==> config.mk <==
export PLATFORM = sky130hd
export DESIGN_NAME = rtmq_ppl_arbiter
export DESIGN_NICKNAME = d
export VERILOG_FILES = /design/src/rtl/rtmq_ppl_pkg.sv /design/src/rtl/rtmq_rr_pick.sv /design/src/rtl/rtmq_ppl_arbiter.sv
export SDC_FILE = /design/constraint.sdc
export NUM_CORES = 1
export LEC_CHECK = 0
export ABC_AREA = 1
export BUFFER_PORTS_ARGS = -buffer_cell sky130_fd_sc_hd__buf_2
export CELL_PAD_IN_SITES_DETAIL_PLACEMENT = 1
export CELL_PAD_IN_SITES_GLOBAL_PLACEMENT = 2
export CORE_UTILIZATION = 25
export CTS_CLUSTER_DIAMETER = 50
export DETAILED_ROUTE_END_ITERATION = 10
export PLACE_DENSITY_LB_ADDON = 0.1
export SYNTH_ARGS = -nofsm -noshare
export SYNTH_HDL_FRONTEND = slang
export SYNTH_SLANG_ARGS = --single-unit
==> constraint.sdc <==
create_clock -name clk -period 3.66 [get_ports clk]
set_input_delay 0.549 -clock clk [delete_from_list [all_inputs] [get_ports clk]]
set_output_delay 0.549 -clock clk [all_outputs]
set_load 0.02 [all_outputs]
==> src/rtl/rtmq_ppl_pkg.sv <==
// Shared helpers for the RTMQ pipeline arbiter: width derivation and tag type.
package rtmq_ppl_pkg;

   localparam int unsigned TAG_MAX_W = 16;

   // Widest tag the arbiter family supports; instances use the low tag_width() bits.
   typedef logic [TAG_MAX_W-1:0] tag_t;

   // Ceiling log2, clog2(1) = 0.
   function automatic int unsigned clog2(input int unsigned v);
      int unsigned r;
      r = 0;
      for (int unsigned i = 0; i < 32; i++) begin
         if ((64'd1 << i) < 64'(v)) r = i + 1;
      end
      return r;
   endfunction

   // Tag width for n requesters, at least one bit.
   function automatic int unsigned tag_width(input int unsigned n);
      return (clog2(n) < 1) ? 1 : clog2(n);
   endfunction

   // Counter width able to hold 0..max_out inclusive.
   function automatic int unsigned cnt_width(input int unsigned max_out);
      return (clog2(max_out + 1) < 1) ? 1 : clog2(max_out + 1);
   endfunction

endpackage

==> src/rtl/rtmq_rr_pick.sv <==
// Combinational round-robin picker: first eligible index after ptr, wrapping.
module rtmq_rr_pick #(
   parameter int unsigned N_REQ = 4,
   parameter int unsigned W_TAG = 2
) (
   input  logic [N_REQ-1:0] elig,
   input  logic [W_TAG-1:0] ptr,
   output logic [N_REQ-1:0] gnt,
   output logic [W_TAG-1:0] idx,
   output logic             hit
);

   // Scan ptr+1 .. ptr+N_REQ; the last candidate is ptr itself.
   always_comb begin
      int unsigned pos;
      pos = 0;
      gnt = '0;
      idx = '0;
      hit = 1'b0;
      for (int unsigned k = 1; k <= N_REQ; k++) begin
         pos = 32'(ptr) + k;
         if (pos >= N_REQ) pos = pos - N_REQ;
         if (!hit && elig[pos[W_TAG-1:0]]) begin
            gnt[pos[W_TAG-1:0]] = 1'b1;
            idx                 = pos[W_TAG-1:0];
            hit                 = 1'b1;
         end
      end
   end

endmodule

==> src/rtl/rtmq_ppl_arbiter.sv <==
// Round-robin arbiter feeding a shared tagged retiming pipeline with
// per-requester credit limits. Optional burst lock: RTMQ_PPL_ARB_LOCK_EN.
module rtmq_ppl_arbiter
   import rtmq_ppl_pkg::*;
#(
   parameter int unsigned W_BUS   = 32,
   parameter int unsigned N_REQ   = 4,
   parameter int unsigned N_STG   = 2,
   parameter int unsigned MAX_OUT = 4,
   localparam int unsigned W_TAG  = tag_width(N_REQ),
   localparam int unsigned W_CNT  = cnt_width(MAX_OUT)
) (
   input  logic                   clk,
   input  logic                   rst_n,
   input  logic [N_REQ-1:0]       req,
   input  logic [N_REQ*W_BUS-1:0] dat,
   output logic [N_REQ-1:0]       gnt,
   input  logic [N_REQ-1:0]       cpl,
`ifdef RTMQ_PPL_ARB_LOCK_EN
   input  logic [N_REQ-1:0]       lck,
`endif
   output logic                   out_vld,
   output logic [W_TAG-1:0]       out_tag,
   output logic [W_BUS-1:0]       out_dat,
   output logic                   err
);

   logic [N_REQ-1:0] elig;
   logic [N_REQ-1:0] rr_gnt;
   logic [W_TAG-1:0] rr_idx;
   logic             rr_hit;
   logic [W_TAG-1:0] acc_idx;
   logic             acc_any;
   logic [W_BUS-1:0] dat_w [N_REQ];

   logic [W_TAG-1:0] ptr_q;
   logic [W_CNT-1:0] cnt_q [N_REQ];
   logic [W_CNT-1:0] cnt_d [N_REQ];
   logic             err_q;
   logic             err_d;

   logic             vld_q [N_STG];
   logic [W_TAG-1:0] tag_q [N_STG];
   logic [W_BUS-1:0] dat_q [N_STG];

`ifdef RTMQ_PPL_ARB_LOCK_EN
   logic             have_acc_q;
`endif

   // Unpack the flat data bus and form eligibility from registered credits.
   always_comb begin
      for (int unsigned i = 0; i < N_REQ; i++) begin
         dat_w[i] = dat[i*W_BUS +: W_BUS];
         elig[i]  = req[i] && (cnt_q[i] < W_CNT'(MAX_OUT));
      end
   end

   rtmq_rr_pick #(
      .N_REQ (N_REQ),
      .W_TAG (W_TAG)
   ) u_pick (
      .elig (elig),
      .ptr  (ptr_q),
      .gnt  (rr_gnt),
      .idx  (rr_idx),
      .hit  (rr_hit)
   );

   // Final grant: round-robin result, overridden by an active burst lock.
   always_comb begin
      gnt     = rr_gnt;
      acc_idx = rr_idx;
      acc_any = rr_hit;
`ifdef RTMQ_PPL_ARB_LOCK_EN
      // ptr_q holds the last accepted requester once anything has been accepted.
      if (have_acc_q && elig[ptr_q] && lck[ptr_q]) begin
         gnt          = '0;
         gnt[ptr_q]   = 1'b1;
         acc_idx      = ptr_q;
         acc_any      = 1'b1;
      end
`endif
   end

   // Credit counters and sticky underflow error.
   always_comb begin
      err_d = err_q;
      for (int unsigned i = 0; i < N_REQ; i++) begin
         cnt_d[i] = cnt_q[i];
         case ({gnt[i] & req[i], cpl[i]})
            2'b10: cnt_d[i] = cnt_q[i] + W_CNT'(1);
            2'b01: begin
               if (cnt_q[i] == '0) err_d = 1'b1;
               else                cnt_d[i] = cnt_q[i] - W_CNT'(1);
            end
            default: ;
         endcase
      end
   end

   // Control state: rotation pointer, counters, error flag.
   always_ff @(posedge clk or negedge rst_n) begin
      if (!rst_n) begin
         ptr_q <= W_TAG'(N_REQ - 1);
         err_q <= 1'b0;
         for (int unsigned i = 0; i < N_REQ; i++) cnt_q[i] <= '0;
      end else begin
         if (acc_any) ptr_q <= acc_idx;
         err_q <= err_d;
         for (int unsigned i = 0; i < N_REQ; i++) cnt_q[i] <= cnt_d[i];
      end
   end

`ifdef RTMQ_PPL_ARB_LOCK_EN
   // Remembers whether ptr_q names a real accept (it does not right after reset).
   always_ff @(posedge clk or negedge rst_n) begin
      if (!rst_n)       have_acc_q <= 1'b0;
      else if (acc_any) have_acc_q <= 1'b1;
   end
`endif

   // Free-running retiming pipeline; stage 0 tag/data hold when idle.
   always_ff @(posedge clk or negedge rst_n) begin
      if (!rst_n) begin
         for (int unsigned k = 0; k < N_STG; k++) begin
            vld_q[k] <= 1'b0;
            tag_q[k] <= '0;
            dat_q[k] <= '0;
         end
      end else begin
         vld_q[0] <= acc_any;
         if (acc_any) begin
            tag_q[0] <= acc_idx;
            dat_q[0] <= dat_w[acc_idx];
         end
         for (int unsigned k = 1; k < N_STG; k++) begin
            vld_q[k] <= vld_q[k-1];
            tag_q[k] <= tag_q[k-1];
            dat_q[k] <= dat_q[k-1];
         end
      end
   end

   assign out_vld = vld_q[N_STG-1];
   assign out_tag = tag_q[N_STG-1];
   assign out_dat = dat_q[N_STG-1];
   assign err     = err_q;

endmodule

== Yosys cells after proc, flatten, opt, wreduce, memory -nomap -nowiden ==
Index checks and enable logic that the tools add are counted.
W data, S select, Z words.
Word-level totals
  flip-flop bits (word level): 85
  bits in latches: 0
  bits in writable memories: 0
  memory bits (read-only): 0
  input port bits: 138
  logic and storage cells: 142
  memories: 0
Cells by class
  add/subtract/negate cells: 16
  multipliers: 0
  divide/modulo/power cells: 0
  order comparisons: 17
  equal/unequal tests: 12
  shift-type cells: 0
  mux-type cells: 51
  bitwise logic cells: 8
  reductions and logical operators: 26
Operators by type and width (count)
  $bmux W32 S2: 1
  $mux W32: 2
  $pmux W3 S2: 4
  $mux W1: 20
  $mux W2: 8
  $mux W4: 4
  $add A3 B1 Y3 const B: 4
  $ge A3 B3 Y1 const B: 4
  $logic_not A3 Y1: 4
  $lt A2 B3 Y1 const B: 4
  $lt A3 B3 Y1 const B: 4
  $mux W3: 4
  $or A4 B4 Y4: 3
  $sub A3 B1 Y3 const B: 4
  $logic_and A1 B1 Y1: 11
  $bmux W1 S2: 4
  $demux W1 S2: 4
  $eq A2 B1 Y1 const B: 4
  $eq A2 B2 Y1 const B: 4
  $ge A2 B1 Y1 const B: 4
  $ne A2 B2 Y1 const B: 4
  $reduce_and A2 Y1: 4
  $reduce_bool A2 Y1: 4
  $sub A2 B1 Y2 const B: 4
  7 further kinds: 13

== Longest topological paths before layout ==
Gate-level depths: netlist of the first run.
  depth after elaboration: 24
  depth in mapped cells: 19
  depth with buffers taken out: 19

== Cells and area by module ==
Synthesis of the first run repeated with hierarchy kept, for this count alone.
Second synthesis, totals
  cells, all modules: 631
  area total of the unflattened synthesis: 4864.7 µm²
Modules (own cells, without submodules)
  rtmq_ppl_arbiter: instances 1, cells each 557, area an instance 4406.7 µm², sequential area each 2129.5 µm²
  rtmq_rr_pick: instances 1, cells each 74, area an instance 457.9 µm², sequential area each 0.0 µm²

== Least setup slack after synthesis of the first run ==
No wires, ideal clock.
  path type: register to register
  start point: reg ptr_q[0]
  end point: reg cnt_q[2] in the netlist's numbering
  arrival: 2.940 ns
  slack: 0.603 ns
  cell stages (with the launch flop): 18
  path buffers: 0
  path through: dfstp_2 > inv_2 > ha_1 > inv_1 > nand3_1 > o21ai_4 > nor2_1 > nand2_1 > nand4_1 > nand2_1 > nand2_1 > fa_1 > inv_1 > nor2_1 > nand3_1 > nand2_1 > nand2_1 > nand2_1
On the way
  longest elaborated chain between the ends: 19
Ends and longest elaborated chain
  start: declaration: RTL line rtmq_ppl_arbiter.sv:36  | logic [W_TAG-1:0] ptr_q;
  start signal: assignment: RTL line rtmq_ppl_arbiter.sv:104  | ptr_q <= W_TAG'(N_REQ - 1);
  start signal: assignment: RTL line rtmq_ppl_arbiter.sv:108  | if (acc_any) ptr_q <= acc_idx;
  branches (longest 14 deep; another with $add A2 B1 Y3)
  $mux W4 (*): RTL line rtmq_rr_pick.sv:23  | if (!hit && elig[pos[W_TAG-1:0]]) begin
  net gnt[3]: RTL line rtmq_ppl_arbiter.sv:17  | output logic [N_REQ-1:0] gnt,
  $and A1 B1 Y1 (*): RTL line rtmq_ppl_arbiter.sv:90  | case ({gnt[i] & req[i], cpl[i]})
  $eq A2 B1 Y1 or $eq A2 B2 Y1 (tied branches): RTL line rtmq_ppl_arbiter.sv:90
  $ne A2 B2 Y1 (no line) or $reduce_bool A2 Y1 (tied branches)
  $reduce_and A2 Y1 (no line)
  end: declaration: RTL line rtmq_ppl_arbiter.sv:37  | logic [W_CNT-1:0] cnt_q [N_REQ];
Mark *: on every way through the listed nets, which the timed path passes. The select of a mux whose other input is x is not followed.
A chain may end at the register's enable or synchronous reset.

== Final worst setup path of the first run ==
  start point: reg ptr_q[0]
  end point: out gnt[3]
On the way
  longest elaborated chain between the ends: 15
Ends and longest elaborated chain (RTL line)
  branches (longest 14 deep; another with $add A2 B1 Y3)
  $mux W4 (*): rtmq_rr_pick.sv:23
  end: declaration: rtmq_ppl_arbiter.sv:17
Every way passes the cells marked *. The select of a mux whose other input is x is not followed.

==> flow_summary.yaml, run 1 <==
timing:
  period_share_pct: 94.3
  min_period_ns: 3.45
  fin_skew_ns: 0.00791
  fin_tns_setup_ns: 0
  report.final.setup_viol: 0
  hold_viol: 0
  maxSlewHeadroom_pct: 29.2
  max_freq_ghz: 0.290
  rsz0062_at_grt: "no"
  worst_pin_slew_ns: 1.06
  drv_slew: 0
grt:
  grt.total_usage_pct: 15.4
  grt-ovfl-total: 0
  grt_pass1_vias: 4883
  antenna_found_initial: 2
  grt_pass1_wl_um: 24500
  grt_max_degree: 97
detailed_routing:
  drcViolationCount: 0
  drt_iter0_drc: 157
  routedWlPerCell_um: 13.8
  routed_wl_um: 15600
  viasPerCell: 4.26
  firstDrtPassIters: 4
  num_vias: 4817
  postRouteAntennaNets: 0
floorplan:
  core_sq_um: 19700
  die_h_um: 144
  dieArea_sq_um: 20800
  ios: 178
  die_w_um: 144
  start_util_pct: 25.7
  row_count: 51
finish:
  fillers: 2553
  nNetsFinal: 1010
  drive_above_1_share_pct: 25.2
  area_growth_pct: 24.8
  final_util_pct: 32.1
  fin_area_sq_um: 6310
  stdcell_count: 1132
worst_setup_path:
  worstSetupPathDepth: 10
  cp_slowest_stage_delay_ns: 0.66
  worst_path_max_delay_cell: "dfstp_2"
  crit_arrival_ns: 2.90
  worst-path-buf-inv: 3
  crit_chain: "inv_2, ha_1, inv_1, nand3_1, nand2_1, nand3_1, nor2_1, nand2_1, nand4_1, buf_2"
  critical_path_class: "reg -> out"
  critPathTopFamily: "simple AND/OR/NAND/NOR gates"
  worstSetupStartpointType: "flip-flop"
  reg2reg_depth: 17
  end_kind: "output port"
  crit_fanout: 10
  required_ns: 3.11
min_path:
  holdCritPathClass: "in -> async"
placement:
  io_buffers: 177
  placed_cell_area_sq_um: 5960
  place.gp.congestion: 0.845
  dp_cells: 1114
  dp_hpwl_um: 11900
clock_tree:
  insertion_delay_ns: 0.35
  cts_setup_buffers: 0
  cts_buffer_depth: 2
  cts_buffers: 9
  cts_hold_buffers: 0
  cts_root_buf: "clkbuf_16"
  cts_tree: "yes"
  clock-sinks: 85
  cts_resized: 0
  clk_pin_slew_ns: 0.07
  htreeDepth: 3
synthesis:
  ys_ff_latch: 85
  synthArstFlopShare_pct: 100
  yosysSeqAreaShare_pct: 42.1
  postSynthNetCount: 873
  yosysWarnings: 0
  ys.flop_type: "dfrtp_1"
  syn_inst: 723
  synthesis.area_sq_um: 5060
  yosys-top-cells-area: "dfrtp_1 (41%), nand2_1 (29%), buf_4 (5.0%)"
  post-synth-top-area-cell: "dfrtp_1"
  synth_top_area_share_pct: 41.1
  ys_types: 29
  synth_edf_count: 0
  postSynthAreaPerCell_sq_um: 6.99
run:
  max_cap_violations: 0
run_status:
  status: "finished, final reports clean"
[kinds of logic after synthesis]
kind of cell	share of synthesized area, %
AOI/OAI and AO/OA	4.23
xor gates and xnor gates	0.347
adders and majority gates	3.56
buffers and inverters	12.9
DFF	42.1
and+or+nand+nor	36.8
[area by class of cell]
cell class | count | area [sq um] | area share [%]
multi-input cells | 512 | 2270 | 36.0
flip-flops and latches | 85 | 2130 | 33.7
repair buffers | 185 | 973 | 15.4
well taps | 265 | 332 | 5.25
inverters | 67 | 251 | 3.98
clock buffers | 11 | 243 | 3.85
clock inverters | 5 | 106 | 1.68
diodes | 2 | 5.00 | 0.0793
[per-layer routing]
layer,GRT usage [%],wire (um)
met3,4.40,953
met1,19.1,6860
met5,0,0
met2,25.2,7520
met4,6.04,268
[cell usage after synthesis (7+ instances only)]
master,count
dfrtp_1,83
nor2_1,11
inv_1,63
ha_1,8
o21ai_1,10
nand2_1,389
buf_2,13
o21ai_0,27
nand4_1,7
nand3_1,32
buf_4,34
[through the flow]
step           hold slack, ns  setup slack [ns]
2_1_floorplan           0.253             0.603
3_3_place_gp            0.337             0.523
3_5_place_dp            0.341             0.292
4_1_cts                 0.356             0.221
5_1_grt                 0.368            0.0176
6_report                0.335             0.210
[flip-flops by register name, indices dropped and copies added, names as in the netlist]
register,cells
ptr_q,2
err,1
dat_q,32
out_tag,2
out_vld,1
vld_q,1
out_dat,32
cnt_q,12
tag_q,2
[cells in the final DEF (no fill, tap or decap), drive strengths merged]
cell type  instances
buf              185
fa                 4
dfstp              2
ha                 8
nand4              7
nand3b             3
clkbuf            11
o21ai             38
nand3             36
diode              2
o21bai             1
dfrtp             83
clkinv             2
a21oi              1
nor3               4
xor2               2
nand2            396
nor2              12
bufinv             3
inv               67
[path summary, 6_finish.rpt]
| check | start | endpoint | slack, ns |
|---|---|---|---|
| max | ptr_q[0]$_DFFE_PN1P_ | gnt[3] | 0.21 |
| min | rst_n | cnt_q[1]$_DFFE_PN0P_ | 0.33 |
| max reg2reg | ptr_q[0]$_DFFE_PN1P_ | cnt_q[2]$_DFFE_PN0P_ | 0.27 |
| min reg2reg | vld_q[1]$_DFF_PN0_ | out_vld$_DFF_PN0_ | 0.35 |
| max in group asynchronous | rst_n | dat_q[60]$_DFFE_PN0P_ | 2.58 |
| min in group clk | vld_q[1]$_DFF_PN0_ | out_vld$_DFF_PN0_ | 0.35 |
[worst reg2reg max path, stage by stage (launching register included)]
cell,delay [ns]
dfstp_2,0.66
inv_2,0.15
ha_1,0.37
inv_1,0.19
nand3_1,0.18
o21ai_4,0.15
nor2_1,0.18
nand2_1,0.09
nand4_1,0.25
nand2_1,0.21
nand2_1,0.08
fa_1,0.37
inv_1,0.08
nor2_1,0.05
nand3_1,0.12
nand2_1,0.06
nand2_1,0.05
nand2_1,0.05
Power of run 1 is not shown: default switching activity piles up to over one toggle a cycle in this logic, so the estimate is an artifact.
==> run 2: changes to the inputs <==
--- a/config.mk
+++ b/config.mk
@@ -9,7 +9,7 @@
 export BUFFER_PORTS_ARGS = -buffer_cell sky130_fd_sc_hd__buf_2
 export CELL_PAD_IN_SITES_DETAIL_PLACEMENT = 1
 export CELL_PAD_IN_SITES_GLOBAL_PLACEMENT = 2
-export CORE_UTILIZATION = 25
+export CORE_UTILIZATION = 24
 export CTS_CLUSTER_DIAMETER = 50
 export DETAILED_ROUTE_END_ITERATION = 10
 export PLACE_DENSITY_LB_ADDON = 0.1
==> constraint.sdc (replaced) <==
create_clock -name clk -period 2.8 [get_ports clk]
set_input_delay 0.42 -clock clk [delete_from_list [all_inputs] [get_ports clk]]
set_output_delay 0.42 -clock clk [all_outputs]
set_load 0.02 [all_outputs]
==> flow_summary.yaml, run 2 (synthesis results as in run 1) <==
worst_setup_path:
  crit_chain: "inv_4, buf_6, nand3_1, nand2_2, nand2_2, nand2_2, nor2_4, buf_4, nand4_1, nand3_1, buf_2"
  end_kind: "output port"
  required_ns: 2.38
  critical_path_class: "reg -> out"
  r2r_slack_ns: 0.13
  reg2reg_from: "ptr_q[0]$_DFFE_PN1P_"
  reg2reg_depth: 18
  worst_path_max_delay_cell: "dfstp_2"
  cpMostUsedCell: "nand2_2"
  crit_fanout: 9
  crit_arrival_ns: 2.26
  worstReg2RegEnd: "cnt_q[8]$_DFFE_PN0P_"
  cp_slowest_stage_delay_ns: 0.56
  worstSetupStartpointType: "flip-flop"
floorplan:
  row_count: 52
  ios: 178
  dieArea_sq_um: 21700
  core_sq_um: 20400
  die_w_um: 147
  start_util_pct: 24.7
  die_h_um: 147
clock_tree:
  clock-sinks: 85
  insertion_delay_ns: 0.35
  cts_tree: "yes"
  cts_buffer_depth: 2
  cts_root_buf: "clkbuf_16"
  clk_pin_slew_ns: 0.07
  htreeDepth: 3
  cts_buffers: 9
finish:
  layout_commonest_cell: "nand2_1"
  nNetsFinal: 1027
  drive_above_1_share_pct: 28.7
  layout_common_cells: "nand2_1 (381), buf_2 (175), dfrtp_1 (83), inv_1 (61)"
  final_util_pct: 31.9
  area_growth_pct: 28.8
  stdcell_count: 1151
  antenna_cells: 0
grt:
  grt-ovfl-total: 0
  grt_max_degree: 57
  antenna_found_initial: 2
  grt.total_usage_pct: 15.0
  grt_pass1_wl_um: 25800
  grt_pass1_vias: 5093
timing:
  min_period_ns: 2.68
  max_freq_ghz: 0.372
  worst_pin_slew_ns: 0.517
  hold_viol: 0
  report.final.setup_viol: 0
  maxSlewHeadroom_pct: 65.6
  period_share_pct: 95.9
  fin_skew_ns: 0.00858
  drv_slew: 0
min_path:
  holdCritPathClass: "in -> async"
detailed_routing:
  num_vias: 4843
  drcViolationCount: 0
  routed_wl_um: 15700
  drt_iter0_drc: 164
  postRouteAntennaNets: 0
  viasPerCell: 4.21
  routedWlPerCell_um: 13.6
  firstDrtPassIters: 4
run_status:
  status: "finished, final reports clean"
placement:
  place.gp.congestion: 0.826
  dp_hpwl_um: 11900
  dp_cells: 1127
  io_buffers: 177
run:
  max_cap_violations: 0
==> run 2: changes by cell type in the layout (fill, tap and decap cells not counted), sizes merged <==
| cell | change |
|---|---|
| bufinv | -1 |
| inv | -1 |
| buf | +17 |
| clkinv | +1 |
| diode | -2 |
==> run 2: area by class of cell <==
class / instances / area, sq um
Clock inverter: 4 / 73.8
Inverter: 67 / 259
Clock buffer: 11 / 233
Timing Repair Buffer: 202 / 1110
Multi-Input combinational cell: 512 / 2370
Fill cell: 2605 / 13900
Sequential cell: 85 / 2130
Tap cell: 270 / 338
==> run 2: worst max-delay path, delay by kind of cell (launching register included) <==
kind,cells,cell delay (ns)
flops,1,0.56
simple gates,7,0.82
buf+inv,4,0.53
==> run 2: worst max path at each step <==
stage / start / endpoint / slack, ns
6_report: ptr_q[0]$_DFFE_PN1P_ / gnt[0] / 0.12
5_1_grt: ptr_q[0]$_DFFE_PN1P_ / dat_q[32]$_DFFE_PN0P_ / -0.05
4_1_cts: ptr_q[1]$_DFFE_PN1P_ / cnt_q[8]$_DFFE_PN0P_ / 0.005
3_5_place_dp: ptr_q[0]$_DFFE_PN1P_ / cnt_q[8]$_DFFE_PN0P_ / -0.04
3_3_place_gp: ptr_q[0]$_DFFE_PN1P_ / cnt_q[8]$_DFFE_PN0P_ / 0.12
2_1_floorplan: ptr_q[0]$_DFFE_PN1P_ / cnt_q[2]$_DFFE_PN0P_ / 0.001
==> run 2: what timing repair did <==
action	CTS	global route
pin swaps	1	11
resized for setup	1	22
hold buffers	0	0
buffers inserted	2	7
endpoints found under the setup margin	3	26
==> run 2: metrics by stage <==
stage / setup WS [ns] / area [sq um] / TNS, ns / hold slack, ns
6_report: 0.115 / 6510 / 0 / 0.0289
5_1_grt: -0.0471 / 6510 / -0.281 / 0.0649
4_1_cts: 0.00506 / 6380 / 0 / 0.0421
3_5_place_dp: -0.0418 / 6050 / -0.0418 / 0.363
3_3_place_gp: 0.121 / 6050 / 0 / 0.336
2_1_floorplan: 0.00115 / 5080 / 0 / 0.124
==> run 2: per-layer routing <==
layer | GRT usage (%) | routed length, um | vias up
li1 | - | - | 2471
met1 | 18.6 | 6980 | 2227
met2 | 25.1 | 7610 | 127
met3 | 3.54 | 824 | 16
met4 | 6.03 | 246 | 2
met5 | 0 | 17 | -
Power of run 2 is left out for the same reason.
